==> src/rtl/vrf_pkg.sv <==
// Shared VRF types and defaults for the write-port arbiter.
// Fixed-priority arbitration is selected with VRF_WARB_FIXED_PRIO_EN.
package vrf_pkg;
    localparam int VRF_LANES      = 4;
    localparam int VRF_DATA_WIDTH = 32;
    localparam int VRF_REG_NUM    = 32;

    typedef enum logic [1:0] {
        IDLE  = 2'd0,
        REQ   = 2'd1,
        WRITE = 2'd2
    } warb_state_t;

    typedef enum logic {
        SRC_ALU = 1'b0,
        SRC_LSU = 1'b1
    } wsrc_t;
endpackage

==> src/rtl/rr_arb2.sv <==
// Two-way round-robin arbiter, one-hot grant. The pointer toggles on advance_i.
// With VRF_WARB_FIXED_PRIO_EN defined, requester 0 always wins and the pointer is removed.
module rr_arb2 (
    input  logic       clk_i,
    input  logic       resetn_i,
    input  logic [1:0] req_i,
    input  logic       advance_i,
    output logic [1:0] gnt_o
);
`ifdef VRF_WARB_FIXED_PRIO_EN
    logic unused_arb;
    assign unused_arb = ^{clk_i, resetn_i, advance_i};

    always_comb begin
        gnt_o = 2'b00;
        if (req_i[0])      gnt_o = 2'b01;
        else if (req_i[1]) gnt_o = 2'b10;
    end
`else
    logic ptr_q;

    always_ff @(posedge clk_i) begin
        if (!resetn_i)      ptr_q <= 1'b0;
        else if (advance_i) ptr_q <= ~ptr_q;
    end

    // Pointer only matters when both requesters compete.
    always_comb begin
        gnt_o = req_i;
        if (req_i == 2'b11) gnt_o = ptr_q ? 2'b10 : 2'b01;
    end
`endif
endmodule

==> src/rtl/vrf_wr_arbiter.sv <==
// VRF write-port arbiter: grants ALU or LSU a whole vector and serialises its elements
// into the lane banks. VRF_WARB_FIXED_PRIO_EN selects fixed ALU priority.
module vrf_wr_arbiter
    import vrf_pkg::*;
#(
    parameter int  DATA_WIDTH = VRF_DATA_WIDTH,
    parameter int  REG_NUM    = VRF_REG_NUM,
    parameter int  LANES      = VRF_LANES,
    localparam int ADDR_B     = $clog2(REG_NUM),
    localparam int ELEM_B     = $clog2(LANES)
) (
    input  logic                  clk_i,
    input  logic                  resetn_i,
    input  logic                  alu_req_i,
    input  logic [ADDR_B-1:0]     alu_addr_i,
    input  logic                  alu_valid_i,
    input  logic [DATA_WIDTH-1:0] alu_data_i,
    input  logic                  lsu_req_i,
    input  logic [ADDR_B-1:0]     lsu_addr_i,
    input  logic                  lsu_valid_i,
    input  logic [DATA_WIDTH-1:0] lsu_data_i,
    output logic                  alu_gnt_o,
    output logic                  lsu_gnt_o,
    output logic                  alu_ready_o,
    output logic                  lsu_ready_o,
    output logic                  wr_req_o,
    output logic                  wr_en_o,
    output logic                  wr_ready_o,
    output logic [ADDR_B-1:0]     wr_addr_o,
    output logic [ELEM_B-1:0]     wr_elem_cnt_o,
    output logic [DATA_WIDTH-1:0] wdata_o,
    output logic                  busy_o
);
    localparam logic [ELEM_B-1:0] LAST_ELEM = ELEM_B'(LANES - 1);

    warb_state_t       state_q, state_d;
    wsrc_t             src_q;
    logic [ELEM_B-1:0] cnt_q;
    logic [ADDR_B-1:0] addr_q;
    logic [1:0]        arb_gnt;
    logic              sel_valid, accept, last;

    rr_arb2 u_arb (
        .clk_i     (clk_i),
        .resetn_i  (resetn_i),
        .req_i     ({lsu_req_i, alu_req_i}),
        .advance_i (last),
        .gnt_o     (arb_gnt)
    );

    assign sel_valid = (src_q == SRC_LSU) ? lsu_valid_i : alu_valid_i;
    assign accept    = (state_q == WRITE) && sel_valid;
    assign last      = accept && (cnt_q == LAST_ELEM);

    always_ff @(posedge clk_i) begin
        if (!resetn_i) state_q <= IDLE;
        else           state_q <= state_d;
    end

    always_comb begin
        state_d       = state_q;
        alu_gnt_o     = 1'b0;
        lsu_gnt_o     = 1'b0;
        alu_ready_o   = accept && (src_q == SRC_ALU);
        lsu_ready_o   = accept && (src_q == SRC_LSU);
        wr_req_o      = 1'b0;
        wr_en_o       = accept;
        wr_ready_o    = last;
        wr_addr_o     = addr_q;
        wr_elem_cnt_o = cnt_q;
        wdata_o       = '0;
        busy_o        = (state_q != IDLE);
        case (state_q)
            IDLE: begin
                alu_gnt_o = arb_gnt[0];
                lsu_gnt_o = arb_gnt[1];
                if (|arb_gnt) state_d = REQ;
            end
            REQ: begin
                wr_req_o = 1'b1;
                state_d  = WRITE;
            end
            WRITE: begin
                wdata_o = (src_q == SRC_LSU) ? lsu_data_i : alu_data_i;
                if (last) state_d = IDLE;
            end
            default: state_d = IDLE;
        endcase
    end

    // Source and address are captured on grant and held for the whole vector.
    always_ff @(posedge clk_i) begin
        if (!resetn_i) begin
            src_q  <= SRC_ALU;
            addr_q <= '0;
            cnt_q  <= '0;
        end else begin
            if (state_q == IDLE && |arb_gnt) begin
                src_q  <= arb_gnt[1] ? SRC_LSU : SRC_ALU;
                addr_q <= arb_gnt[1] ? lsu_addr_i : alu_addr_i;
            end
            if (accept) cnt_q <= cnt_q + 1'b1;
        end
    end
endmodule

==> config.mk <==
export PLATFORM = sky130hd
export DESIGN_NAME = vrf_wr_arbiter
export DESIGN_NICKNAME = d
export VERILOG_FILES = /design/src/rtl/vrf_pkg.sv /design/src/rtl/rr_arb2.sv /design/src/rtl/vrf_wr_arbiter.sv
export SDC_FILE = /design/constraint.sdc
export NUM_CORES = 1
export LEC_CHECK = 0
export CORE_AREA = 8 8 76 78
export DETAILED_ROUTE_END_ITERATION = 16
export DIE_AREA = 0 0 84 86
export PLACE_DENSITY_LB_ADDON = 0.12
export SKIP_CTS_REPAIR_TIMING = 1
export SLEW_MARGIN = 20
export SYNTH_ARGS = -nofsm -noshare
export SYNTH_HDL_FRONTEND = slang
export SYNTH_HIERARCHICAL = 1
export SYNTH_SLANG_ARGS = --single-unit
export TNS_END_PERCENT = 50
==> constraint.sdc <==
create_clock -name clk_i -period 1.5 [get_ports clk_i]
set_clock_uncertainty 0.1 [all_clocks]
set_input_delay 0.45 -clock clk_i [delete_from_list [all_inputs] [get_ports clk_i]]
set_output_delay 0.45 -clock clk_i [all_outputs]
set_load 0.02 [all_outputs]
# Word level (Yosys, flattened, before mapping)

Cells that the tools add are included.

Register bits: 11
Bits of input ports: 80
Output and inout port bits: 47
Word-level logic and storage cells: 36

$add $sub $neg: 1
Eq/ne operators: 6
Mux-type cells: 13
Bitwise gates (word level): 2
Reductions and logical operators: 9

Operators with widths:

| kind                                          | count |
|---|---|
| two-way mux 32 bit                            | 2 |
| two-way mux 2 bit                             | 4 |
| == test 2 bit, second input constant          | 3 |
| one-hot mux 2 bit (3 select lines)            | 1 |
| logical AND 1 bit                             | 5 |
| two-way mux 1 bit                             | 5 |
| two-way mux 5 bit                             | 1 |
| != test 2 bit, second input constant          | 2 |
| adder 2 x 1 -> 2 bit, second input constant   | 1 |
| == test 2 x 1 -> 1 bit, second input constant | 1 |
| zero test 2 bit                               | 1 |
| NOT 1 bit                                     | 2 |
| AND reduction 2 bit                           | 1 |
| nonzero test 2 bit                            | 1 |
| OR reduction 2 bit                            | 1 |

# Longest topological paths before layout

Gate-level depths: netlist of run 1.

Word-level depth: 5
Mapped depth: 7
Mapped depth without buffers: 5

# Cells and area by module

The synthesis of run 1 kept the hierarchy.

Modules (own cells, without submodules):

| module         | times used | cells each | area an instance (sq um) | seq. area each (sq um) |
|---|---|---|---|---|
| vrf_wr_arbiter | 1          | 127        | 1009.7                   | 200.2 |
| rr_arb2        | 1          | 6          | 53.8                     | 20.0 |

# Worst setup path after synthesis of run 1

Ideal clock, no wire load.

Path kind: register to output
Start: register src_q
End: output port wr_ready_o
Arrival time: 1226 ps
Data required time: 950 ps
Setup slack: -276 ps
Cell stages (with the launch flop): 5
Path buffers: 1
Cells stage by stage: dfxtp_1 -> buf_2 -> mux2i_1 -> nor2_2 -> and2_1

Word-level cells in the longest chain between the ends: 3

RTL lines:

| what                     | RTL line             | RTL |
|---|---|---|
| start: declaration       | vrf_wr_arbiter.sv:37 | `wsrc_t src_q;` |
| start signal: assignment | vrf_wr_arbiter.sv:99 | `src_q <= arb_gnt[1] ? SRC_LSU : SRC_ALU;` |
| two-way mux 1 bit        | vrf_wr_arbiter.sv:51 | `assign sel_valid = (src_q == SRC_LSU) ? lsu_valid_i : alu_valid_i;` |
| logical AND 1 bit        | vrf_wr_arbiter.sv:52 | `assign accept = (state_q == WRITE) && sel_valid;` |
| named net wr_en_o        | vrf_wr_arbiter.sv:27 | `output logic wr_en_o,` |
| logical AND 1 bit        | vrf_wr_arbiter.sv:53 | `assign last = accept && (cnt_q == LAST_ELEM);` |
| end: declaration         | vrf_wr_arbiter.sv:28 | `output logic wr_ready_o,` |

The timed path passes the listed nets, and every way through them passes these cells.

# Worst setup path in the final report of run 1

Start: register src_q
End: output port wr_ready_o

Word-level cells in the longest chain between the ends: 3

RTL lines:

| what              | RTL line |
|---|---|
| two-way mux 1 bit | vrf_wr_arbiter.sv:51 |
| logical AND 1 bit | vrf_wr_arbiter.sv:52 |
| logical AND 1 bit | vrf_wr_arbiter.sv:53 |

Every way passes these cells.

==> flow_summary.yaml, run 1 <==
floorplanning:
  chipWidth_um: 84
  floorplan.die_area_mm2: 0.00722
  rows: 25
  design.core.area_mm2: 0.00460
  floorplan.initialDensity_pct: 23.1
  die_h_um: 86
  design.portCount: 127
synthesis:
  synth_seq_cells: 11
  synth-seq-area-share_pct: 20.7
  post_synth_num_cell_types: 27
  yosys_warnings: 6
  edff_count_synth: 0
  syn-instance-count: 133
  syn_area_mm2: 0.00106
  synthArstFlopShare_pct: 0
  synth_ff_type: "sky130_fd_sc_hd__dfxtp_1"
  avgSynthCellArea_um2: 8.00
  synth_nets: 214
detailed_routing:
  drt_wl_total_um: 5570
  drt-wirelength-per-cell_um: 16.9
  drc_errors: 0
  firstDrtPassIters: 4
  detailroute.via_count: 1495
  first_iter_violations: 16
  drt-vias-per-instance: 4.53
  ant_nets: 0
cts:
  worst_skew_pair.late_latency_ps: 240
  cts_sinks: 11
  tritoncts.num_buffers: 3
  clkSlewWorstSetupHoldPaths_ps: 50
  tritoncts: "yes"
  cts.path.max_buffers: 2
  clock-root-buffer: "sky130_fd_sc_hd__clkbuf_8"
  htreeDepth: 1
min_path:
  hold_path_class: "reg -> reg"
  worstHoldPathCells: 1
global_routing:
  grt_overflow: 0
  use_met3_pct: 4.17
  largest_net_degree_at_the_start_of_global_routing: 15
  grt_pass1_vias: 1461
  grt_use_met1_pct: 16.1
  globalRoute.busiestLayer: "met2"
  grtUsageTotal_pct: 13.4
  first_pass_grt_wire_length_um: 7980
  grt_antenna_before_repair: 0
  global_route.usage.met2_pct: 22.9
sta:
  maxSlewViolCount: 0
  tightestPinTransition_ps: 215
  post-route-period-util_pct: 124
  hold_violations: 0
  timing.final.ws_setup_ps: -365
  max-slew-margin-rel_pct: 85.4
  rsz_0062_raised_after_global_routing: "yes"
  max_freq_ghz: 0.536
  min_period_ps: 1870
  setup_viol_count_final: 41
worst_setup_path:
  timing_worst_setup_path_type: "reg -> out"
  timing.critical_path.to_type: "output port"
  crit_path_start_kind: "flop"
  r2r_cells: 7
  timing.critical_path.required_ps: 950
  worst-path-max-fanout: 7
  worst_ep_arrival_time_ps: 1320
cells_and_area:
  drive_above_1_share_pct: 48.9
  fin_util_pct: 62.8
  layout_cell_area_excl_fill_mm2: 0.00289
  layout.nets: 358
  instances_no_fill: 330
  areaGrowthSynthToFinish_pct: 171
  layout_common_cells: "sky130_fd_sc_hd__clkdlybuf4s50_1, sky130_fd_sc_hd__buf_6, sky130_fd_sc_hd__nor2_2, sky130_fd_sc_hd__clkbuf_2, sky130_fd_sc_hd__mux2i_1"
  mostFrequentLayoutCell: "sky130_fd_sc_hd__clkdlybuf4s50_1"
  insertedDiodeCount: 0
run_status:
  outcome: "complete, but fails checks"
  violations: "negative setup slack"
placement:
  place.detailed.instances: 324
  place.detailed.hpwl_um: 4490
  port_buffers: 126
  dpl_cell_area_mm2: 0.00269
  place.gp.congestion: 0.764
power:
  comb_power_share_pct: 58.6
  netSwitchingPower_mw: 0.525
  internal_power_mw: 1.03
  share_clk_of_total_power_pct: 19.4
  power_per_cell_area_mw_per_mm2: 539
  leakage_nw: 1.32
  power.sequential.fraction_pct: 22.0
  sw_frac_of_total_pct: 33.8
  max-vdd-ir-drop_v: 0.000600
job:
  maxCapViolations: 0
==> per-layer routing <==
layer,vias up,share of wire [%]
li1,743,-
met1,680,41
met2,68,52
met3,4,7.0
met4,0,0.52
met5,-,0
==> worst paths after layout <==
check / startpoint / to / slack (ps)
min reg2reg: wr_addr_o[4] / wr_addr_o[4] / 390
max: src_q / wr_ready_o / -370
max reg2reg: src_q / u_arb/ptr_q / -150
min: wr_addr_o[4] / wr_addr_o[4] / 390
==> cell families after synthesis <==
kind of cell,Yosys count,share of synthesized area [%]
simple gates,55,23.6
flops,11,20.7
buf+inv,14,7.53
fa+ha+maj,1,1.18
xor+xnor,1,0.824
compound gates,11,8.47
mux,40,37.6
==> power by group through the flow <==
stage	clock network, mW	logic, mW	registers [mW]
2_1_floorplan	0	0.385	0.359
3_3_place_gp	0	0.840	0.342
3_5_place_dp	0	0.846	0.342
4_1_cts	0.311	0.849	0.337
5_1_grt	0.331	0.968	0.347
6_report	0.302	0.911	0.342
==> final cells by class <==
class / count / area, µm²
inverters: 2 / 7.51
multi-input cells: 108 / 1090
repair buffers: 151 / 1450
flip-flops and latches: 11 / 226
clock buffers: 4 / 45.0
well taps: 54 / 67.6
fillers: 397 / 1710
==> state kept, by name, indices dropped and copies added, names as in the netlist <==
signal,cells
wr_elem_cnt_o,2
state_q,2
wr_addr_o,5
u_arb/ptr_q,1
src_q,1
==> metrics by stage <==
stage                     power [mW]  setup WS, ps  hold slack [ps]  TNS, ps
after floorplan                0.744          -119              449    -3220
after global placement          1.18         -1010              383   -34240
after detailed placement        1.19         -1010              384   -34580
after CTS                       1.50         -1020              397   -36420
after global routing            1.65          -448              420   -14980
final                           1.55          -365              389   -12400
==> critical path, cell delays in order, from the launching register on <==
cell                      delay [ps]
sky130_fd_sc_hd__dfxtp_4         440
sky130_fd_sc_hd__mux2i_4         310
sky130_fd_sc_hd__nor2_4           60
sky130_fd_sc_hd__and2_4          140
sky130_fd_sc_hd__buf_6           120
==> cell usage after synthesis, types with 2 or more instances <==
| cell | n | area share (%) |
|---|---|---|
| sky130_fd_sc_hd__mux2i_1 | 40 | 38 |
| sky130_fd_sc_hd__nor2_1 | 33 | 12 |
| sky130_fd_sc_hd__dfxtp_1 | 11 | 21 |
| sky130_fd_sc_hd__nand3_1 | 5 | 2.4 |
| sky130_fd_sc_hd__o211a_1 | 5 | 4.7 |
| sky130_fd_sc_hd__buf_2 | 4 | 1.9 |
| sky130_fd_sc_hd__clkbuf_1 | 4 | 1.4 |
| sky130_fd_sc_hd__a21boi_0 | 3 | 2.1 |
| sky130_fd_sc_hd__and2_1 | 3 | 1.8 |
| sky130_fd_sc_hd__nand2_1 | 3 | 1.1 |
| sky130_fd_sc_hd__buf_4 | 2 | 1.4 |
| sky130_fd_sc_hd__buf_6 | 2 | 2.1 |
| sky130_fd_sc_hd__inv_1 | 2 | 0.71 |
| sky130_fd_sc_hd__nand2b_1 | 2 | 1.2 |
| sky130_fd_sc_hd__nor2b_1 | 2 | 1.2 |
(Power assumes the default switching activity.)
==> run 2: changes to the inputs <==
--- a/config.mk
+++ b/config.mk
@@ -8,6 +8,7 @@
 export CORE_AREA = 8 8 76 78
 export DETAILED_ROUTE_END_ITERATION = 16
 export DIE_AREA = 0 0 84 86
+export GPL_ROUTABILITY_DRIVEN = 0
 export PLACE_DENSITY_LB_ADDON = 0.12
 export SKIP_CTS_REPAIR_TIMING = 1
 export SLEW_MARGIN = 20
==> results of run 2 <==
The final DEF is identical to that of run 1; final timing and power are the same.
